[src/rtl/led_sequencer_ctrl.sv]
// Command-driven LED sequencer: accepts one command (IDLE only), then updates LED once per prescaler tick.
// First update P cycles after the first RUN cycle; cmd_ready is low outside IDLE so the source holds its command.
module led_sequencer_ctrl #(
  parameter int WIDTH = 8,
  parameter int CNTW  = 32,
  parameter int STEPW = 16
) (
  input  logic             CLK,
  input  logic             RST,
  input  logic             cmd_valid,
  output logic             cmd_ready,
  input  logic [1:0]       cmd_mode,
  input  logic [CNTW-1:0]  cmd_period,
  input  logic [STEPW-1:0] cmd_steps,
  input  logic [WIDTH-1:0] cmd_init,
  input  logic             abort,
  output logic [WIDTH-1:0] LED,
  output logic             tick,
  output logic             busy,
  output logic             done
);

  localparam logic [1:0] ST_IDLE = 2'd0;
  localparam logic [1:0] ST_RUN  = 2'd1;
  localparam logic [1:0] ST_DONE = 2'd2;

  localparam logic [1:0] MODE_COUNT = 2'd0;
  localparam logic [1:0] MODE_SHIFT = 2'd1;
  localparam logic [1:0] MODE_BLINK = 2'd2;

  logic [1:0]       state_q, state_d;
  logic [1:0]       mode_q, mode_d;
  logic [CNTW-1:0]  period_q, period_d;
  logic [CNTW-1:0]  count_q, count_d;
  logic [STEPW-1:0] steps_q, steps_d;
  logic [STEPW-1:0] step_cnt_q, step_cnt_d;
  logic [WIDTH-1:0] led_q, led_d;
  logic             tick_q, tick_d;

  logic [WIDTH-1:0] led_next;
  logic             wrap;
  logic             last_step;

  assign wrap      = (count_q == period_q - CNTW'(1));
  assign last_step = (steps_q != '0) && (step_cnt_q + STEPW'(1) == steps_q);

  always_comb begin
    led_next = led_q;
    unique case (mode_q)
      MODE_COUNT: led_next = led_q + WIDTH'(1);
      // An all-zero pattern has nothing to rotate, so seed it with bit 0.
      MODE_SHIFT: led_next = (led_q == '0) ? WIDTH'(1) : {led_q[WIDTH-2:0], led_q[WIDTH-1]};
      MODE_BLINK: led_next = ~led_q;
      default:    led_next = led_q;
    endcase
  end

  always_comb begin
    state_d    = state_q;
    mode_d     = mode_q;
    period_d   = period_q;
    count_d    = count_q;
    steps_d    = steps_q;
    step_cnt_d = step_cnt_q;
    led_d      = led_q;
    tick_d     = 1'b0;
    unique case (state_q)
      ST_IDLE: begin
        if (cmd_valid) begin
          mode_d     = cmd_mode;
          period_d   = (cmd_period == '0) ? CNTW'(1) : cmd_period;
          steps_d    = cmd_steps;
          led_d      = cmd_init;
          count_d    = '0;
          step_cnt_d = '0;
          state_d    = ST_RUN;
        end
      end
      ST_RUN: begin
        // Abort takes priority over a tick landing on the same edge.
        if (abort) begin
          state_d = ST_IDLE;
        end else if (wrap) begin
          count_d    = '0;
          tick_d     = 1'b1;
          led_d      = led_next;
          step_cnt_d = step_cnt_q + STEPW'(1);
          if (last_step) begin
            state_d = ST_DONE;
          end
        end else begin
          count_d = count_q + CNTW'(1);
        end
      end
      ST_DONE: state_d = ST_IDLE;
      default: state_d = ST_IDLE;
    endcase
  end

  always_ff @(posedge CLK) begin
    if (RST) begin
      state_q    <= ST_IDLE;
      mode_q     <= MODE_COUNT;
      period_q   <= CNTW'(1);
      count_q    <= '0;
      steps_q    <= '0;
      step_cnt_q <= '0;
      led_q      <= '0;
      tick_q     <= 1'b0;
    end else begin
      state_q    <= state_d;
      mode_q     <= mode_d;
      period_q   <= period_d;
      count_q    <= count_d;
      steps_q    <= steps_d;
      step_cnt_q <= step_cnt_d;
      led_q      <= led_d;
      tick_q     <= tick_d;
    end
  end

  assign LED       = led_q;
  assign tick      = tick_q;
  assign busy      = (state_q == ST_RUN);
  assign done      = (state_q == ST_DONE);
  assign cmd_ready = (state_q == ST_IDLE);

endmodule

[config.mk]
export PLATFORM = sky130hd
export DESIGN_NAME = led_sequencer_ctrl
export DESIGN_NICKNAME = d
export VERILOG_FILES = /design/src/rtl/led_sequencer_ctrl.sv
export SDC_FILE = /design/constraint.sdc
export NUM_CORES = 1
export LEC_CHECK = 0
export ABC_AREA = 1
export CAP_MARGIN = 20
export CORE_MARGIN = 1
export CORE_UTILIZATION = 60
export CTS_CLUSTER_SIZE = 16
export DETAILED_ROUTE_END_ITERATION = 8
export DONT_BUFFER_PORTS = 1
export HOLD_SLACK_MARGIN = 0.15
export PLACE_DENSITY = 0.84
export SLEW_MARGIN = 20
export SYNTH_ARGS = -nofsm -noshare
export SYNTH_HDL_FRONTEND = slang
export SYNTH_SLANG_ARGS = --single-unit
[constraint.sdc]
create_clock -name CLK -period 4.9 [get_ports CLK]
set_input_delay 0 -clock CLK [delete_from_list [all_inputs] [get_ports CLK]]
set_output_delay 0 -clock CLK [all_outputs]
set_load 0.02 [all_outputs]
# After elaboration in Yosys (flattened, before gate mapping)
# Index checks and enable logic that the tools add are counted.
dict set report classes {
  n_mux 21
  bitwise_logic 2
  add_sub_neg 4
  n_eq_ne 12
  reduce_logical 13
}
# cell n
set op_table {}
lappend op_table {{$mux 32} 4}
lappend op_table {{$pmux 32 s2} 1}
lappend op_table {{$mux 16} 3}
lappend op_table {{$add 32x1->32 const B} 1}
lappend op_table {{$eq 32x32->1} 1}
lappend op_table {{$logic_not 32->1} 1}
lappend op_table {{$mux 8} 4}
lappend op_table {{$pmux 16 s2} 1}
lappend op_table {{$sub 32x1->32 const B} 1}
lappend op_table {{$pmux 8 s3} 1}
lappend op_table {{$add 16x1->16 const B} 1}
lappend op_table {{$eq 16x16->1} 1}
lappend op_table {{$pmux 8 s2} 1}
lappend op_table {{$reduce_bool 16->1} 1}
lappend op_table {{$add 8x1->8 const B} 1}
lappend op_table {{$logic_not 8->1} 1}
lappend op_table {{$mux 2} 4}
lappend op_table {{$not 8->8} 1}
lappend op_table {{$ne 3x2->1 const B} 2}
lappend op_table {{$reduce_and 3->1} 2}
lappend op_table {{$reduce_and 5->1} 1}
lappend op_table {{$eq 2x1->1 const B} 2}
lappend op_table {{$eq 2x2->1 const B} 2}
lappend op_table {{$logic_not 2->1} 2}
lappend op_table {{11 further kinds} 12}
dict set report word_totals {
  register_bits 109
  wordCells 60
}

# Depth between registers and ports, before layout
dict set report logic_depth {
  ltp_word 7
  ltp_mapped 19
}

# Worst setup path before layout
# Ideal clock, no wire load.
dict set report synth_path {
  kind {reg-to-reg}
  from {register period_q[0]}
  to {register step_cnt_q[11]}
  required_ns 4.779
  setup_ns 0.121
  path_slack_ns 2.719
  stages_incl_launch_ff 19
  period_less_slack_ns 2.181
  t_arrival_ns 2.060
  cell_sequence {dfxtp_1 -> inv_1 -> ha_1 -> nand2_2 -> nor2_4 -> nand2_4 -> nor2_1 -> nand2_1 -> nand2_1 -> nand2_1 -> inv_1 -> nand2_1 -> nor2_1 -> nand3_2 -> nand2_4 -> nand2_4 -> nand2_4 -> buf_4 -> o22ai_2}
}
dict set report synth_via {
  elab_chain_cells 4
}
# element line_no
set synth_rtl {}
lappend synth_rtl {{start, declared} 33} ;# logic [CNTW-1:0] period_q, period_d;
lappend synth_rtl {{start signal, assigned} 113} ;# period_q <= period_d;
lappend synth_rtl {{$sub 32x1->32} 44} ;# assign wrap = (count_q == period_q - CNTW'(1));
lappend synth_rtl {{$eq 32x32->1} 44}
lappend synth_rtl {{$ne 2x1->1 (no line)} n/a}
lappend synth_rtl {{$reduce_and 4->1 (no line)} n/a}
lappend synth_rtl {{end signal, assigned} 116} ;# step_cnt_q <= step_cnt_d;
lappend synth_rtl {{end, declared} 36} ;# logic [STEPW-1:0] step_cnt_q, step_cnt_d;
# No other way between the ends.
# A chain may end at the register's enable or synchronous reset.

# Final worst setup path
dict set report layout_path {
  from {register state_q[0]}
  to {register led_q[4], in the netlist LED[4]}
}
dict set report layout_via {
  elab_chain_cells 3
  word_cells_on_any_way 9
  classes_between {5 x eq/ne; 1 x mux; 3 x reduce/logical}
}
# element line_no
set layout_rtl {}
lappend layout_rtl {{start, declared} 31} ;# logic [1:0] state_q, state_d;
lappend layout_rtl {{start signal, assigned} 111} ;# state_q <= state_d;
lappend layout_rtl {{$logic_not 2->1 *} n/a}
lappend layout_rtl {{net cmd_ready} 11} ;# output logic cmd_ready,
lappend layout_rtl {{$ne 2x2->1 (no line) or $reduce_bool 2->1 (tied branches)} n/a}
lappend layout_rtl {{$reduce_and 5->1 (no line)} n/a}
lappend layout_rtl {{end signal, assigned} 117} ;# led_q <= led_d;
lappend layout_rtl {{end, declared} 37} ;# logic [WIDTH-1:0] led_q, led_d;
# Mark *: on every way through the listed nets, which the timed path passes. The rest lies on a longest branch.

==> metrics.cfg <==
[finish]
antenna_cells=0
final_util=0.6884
nets=1275
fillers=1045
layout-drive-gt1-share=0.05124
instances_no_fill=1357
syn_to_final_growth_pct=12.21

[die]
die_x_um=112.8
ioPinCount=74
chipHeight_um=112.8
core_um2=12010
start_util=0.6135
die_area_um2=12730
fp-row-count=40

[synthesis]
syn_nets=1237
yosysSeqAreaShare=0.2961
synth.ff_latch_count=109
synth_cell_types=46
async_reset_ff_frac=0
yosysWarningCount=0
synth_cells=1167
synth-edff-count=0
synth_ff_type=dfxtp_1
syn_area_um2=7370
synth_area_per_cell_um2=6.315

[min_path]
holdPathEnd=steps_q[5]
hp-class=input port to register
hold_depth=3
min-delay-start=cmd_valid

[setup_path]
reg2regPathDepth=11
critical_path_class=register to register
reg2reg_slack_ns=1.30
r2r_end=LED[4]
cp.required_ns=5.19
crit_path_end_kind=register
cp_data_arrival_time_ns=3.89
r2r-start=state_q[0]
cp-start-kind=register
startpoint=state_q[0]
path_max_fanout=62

[sta]
fmaxAchievable_mhz=277.9
skew_ns=0.009486
fin_crit_ns=3.599
fin_setup_tns_ns=0
slew-limit-headroom=0.4419
finalSetupViolCount=0
finalHoldViolCount=0
rsz0062_at_grt=no
fin_ws_ns=1.301
worst_pin_slew_ns=0.8341
drv_slew=0
fin_crit_sh=0.7344

[detailed_routing]
viasPerCell=5.663
wire_per_inst_um=15.21
drtIter0Drc=635
first_pass_iters=6
post-route-drc-count=0
ant_nets=0
via_count=7685
wl_um=20650

[clock_network]
path_clk_slew_ns=0.08
clock-sinks=109
cts_resized=0
insertion_delay_ns=0.36
cts_tree=yes
clockRootBuffer=clkbuf_16
htreeDepth=3
cts_inserted_buffers=9
clockBufferDepth=2

[global_route]
gr-total-overflow=0
grt_pass1_vias=7326
grt_pass1_wl_um=34040
antenna_found_initial=0
grt_max_degree=63
grt_usage=0.3361

[placement]
hpwl_um=14750
dp_slack_ns=1.540
numPortBuffers=0
dp.cells=1281
place.gp.congestion=0.9648

[run]
cap_violations=0

[power_and_ir_drop]
p_per_area_nw_per_um2=277.7
p_leak_nw=3.607
peakVddDrop_mv=0.2662

[outcome]
status=completed

-- cells in the final DEF, fill, tap and decap left out, drive strengths merged, types with 2 or more instances in the layout --
master and count:
or2 10, clkinv 5, nor2 178, buf 3, o21ai 83, dlygate4sd3 60
inv 151, o21a 2, nand2 271, ha 8, xor2 47, a31oi 4
nand3 73, and2 2, dfxtp 109, o22ai 13, nor3 26, nand3b 4
clkbuf 10, a21oi 68, xnor2 19, o21bai 3, nor4 5, a22oi 3
nand4 44
-- synth_stat cells (2+ instances only) --
| master | number | area [µm²] |
|---|---|---|
| clkinv_1 | 3 | 11.26 |
| buf_4 | 3 | 22.52 |
| a31oi_1 | 4 | 25.02 |
| nor3_1 | 26 | 130.1 |
| and2_1 | 2 | 12.51 |
| nand3_2 | 2 | 20.02 |
| nand2_2 | 4 | 25.02 |
| nor2_2 | 7 | 43.79 |
| dfxtp_1 | 109 | 2182 |
| o21a_1 | 2 | 15.01 |
| o22ai_2 | 10 | 125.1 |
| buf_1 | 2 | 7.510 |
| inv_2 | 2 | 7.510 |
| nand3b_1 | 4 | 30.03 |
| clkbuf_1 | 24 | 90.09 |
| nand2_1 | 262 | 983.4 |
| xor2_1 | 47 | 411.6 |
| buf_6 | 4 | 45.04 |
| nand4_1 | 44 | 275.3 |
| o21ai_0 | 81 | 405.4 |
| nand2_4 | 5 | 56.30 |
| clkbuf_2 | 2 | 10.01 |
| ha_1 | 8 | 100.1 |
| or2_2 | 9 | 56.30 |
| a21oi_1 | 68 | 340.3 |
| nor4_1 | 5 | 31.28 |
| nor2_4 | 4 | 45.04 |
| o21bai_1 | 3 | 22.52 |
| inv_1 | 146 | 548.0 |
| a22oi_1 | 3 | 22.52 |
| nor2_1 | 167 | 626.9 |
| xnor2_1 | 19 | 166.4 |
| o22ai_1 | 3 | 18.77 |
| nand3_1 | 71 | 355.3 |
-- power breakdown --
| group | switching [W] | internal [W] |
|---|---|---|
| clock network | 0.000347 | 0.000349 |
| registers | 0.0000885 | 0.000943 |
| logic | 0.000365 | 0.000205 |
| total | 0.000800 | 0.00150 |
-- logic make-up after synthesis --
family / count (synthesis) / share of synthesized area
buffers and inverters: 187 / 0.1014
AO/OA/AOI/OAI: 180 / 0.1384
adder cells (fa/ha/maj): 8 / 0.01358
flip-flops: 109 / 0.2961
AND/OR/NAND/NOR: 616 / 0.3691
XOR/XNOR: 67 / 0.08149
-- flip-flops by register name, indices dropped and copies added, names as in the netlist --
register,cells
mode_q,2
state_q,2
LED,8
steps_q,16
count_q,32
tick,1
step_cnt_q,16
period_q,32
-- how the worst max path moves through the flow --
stage,to,slack [ns],cells past startpoint
finish,LED[4],1.30,11
global route,LED[4],0.99,11
CTS,LED[4],1.33,11
detailed placement,step_cnt_q[12],1.54,9
global placement,step_cnt_q[14],1.67,9
floorplan,step_cnt_q[11],2.72,18
-- metal layers --
layer / up-vias / GRT usage / wire, µm
met5: - / 0 / 0
met4: 0 / 0.1289 / 665
met3: 55 / 0.05624 / 1522
met2: 333 / 0.5947 / 9946
met1: 3442 / 0.4074 / 8510
li1: 3855 / - / -
-- metrics by stage --
stage                     cell area (µm²)  total power (W)  hold slack, ns
after floorplan                      7370         0.001452          0.1446
after global placement               7396         0.001551         0.07218
after detailed placement             7396         0.001562         0.07576
after CTS                            8269         0.002292          0.1722
after global routing                 8269         0.002423          0.1908
final                                8269         0.002297          0.1823
-- critical path, stage by stage, from the launching register on --
cell and delay (ns):
dfxtp_1 0.33, nor2_1 0.39, nand2_1 0.18, clkinv_1 0.09, buf_4 0.44, nor2_1 0.29, inv_2 0.60, nand3_2 0.37
nand2_1 0.13, nand2_1 0.05, nor2_1 0.08, dlygate4sd3_1 0.56
-- layout make-up --
cell class / count / area [µm²] / area share
multi-input combinational: 871 / 4441 / 0.5370
sequential: 109 / 2182 / 0.2639
clock buffer: 10 / 229.0 / 0.02769
inverter: 151 / 566.8 / 0.06854
tap: 147 / 183.9 / 0.02224
clock inverter: 6 / 43.79 / 0.005296
timing repair buffer: 63 / 623.1 / 0.07535
-- repair_timing --
| action | 4_1_cts | 5_1_grt |
|---|---|---|
| hold endpoints to repair | 73 | 0 |
| hold buffers | 60 | 0 |
| setup buffers | 0 | 0 |
| endpoints found under the setup margin | 0 | 0 |
(Power assumes the default switching activity.)
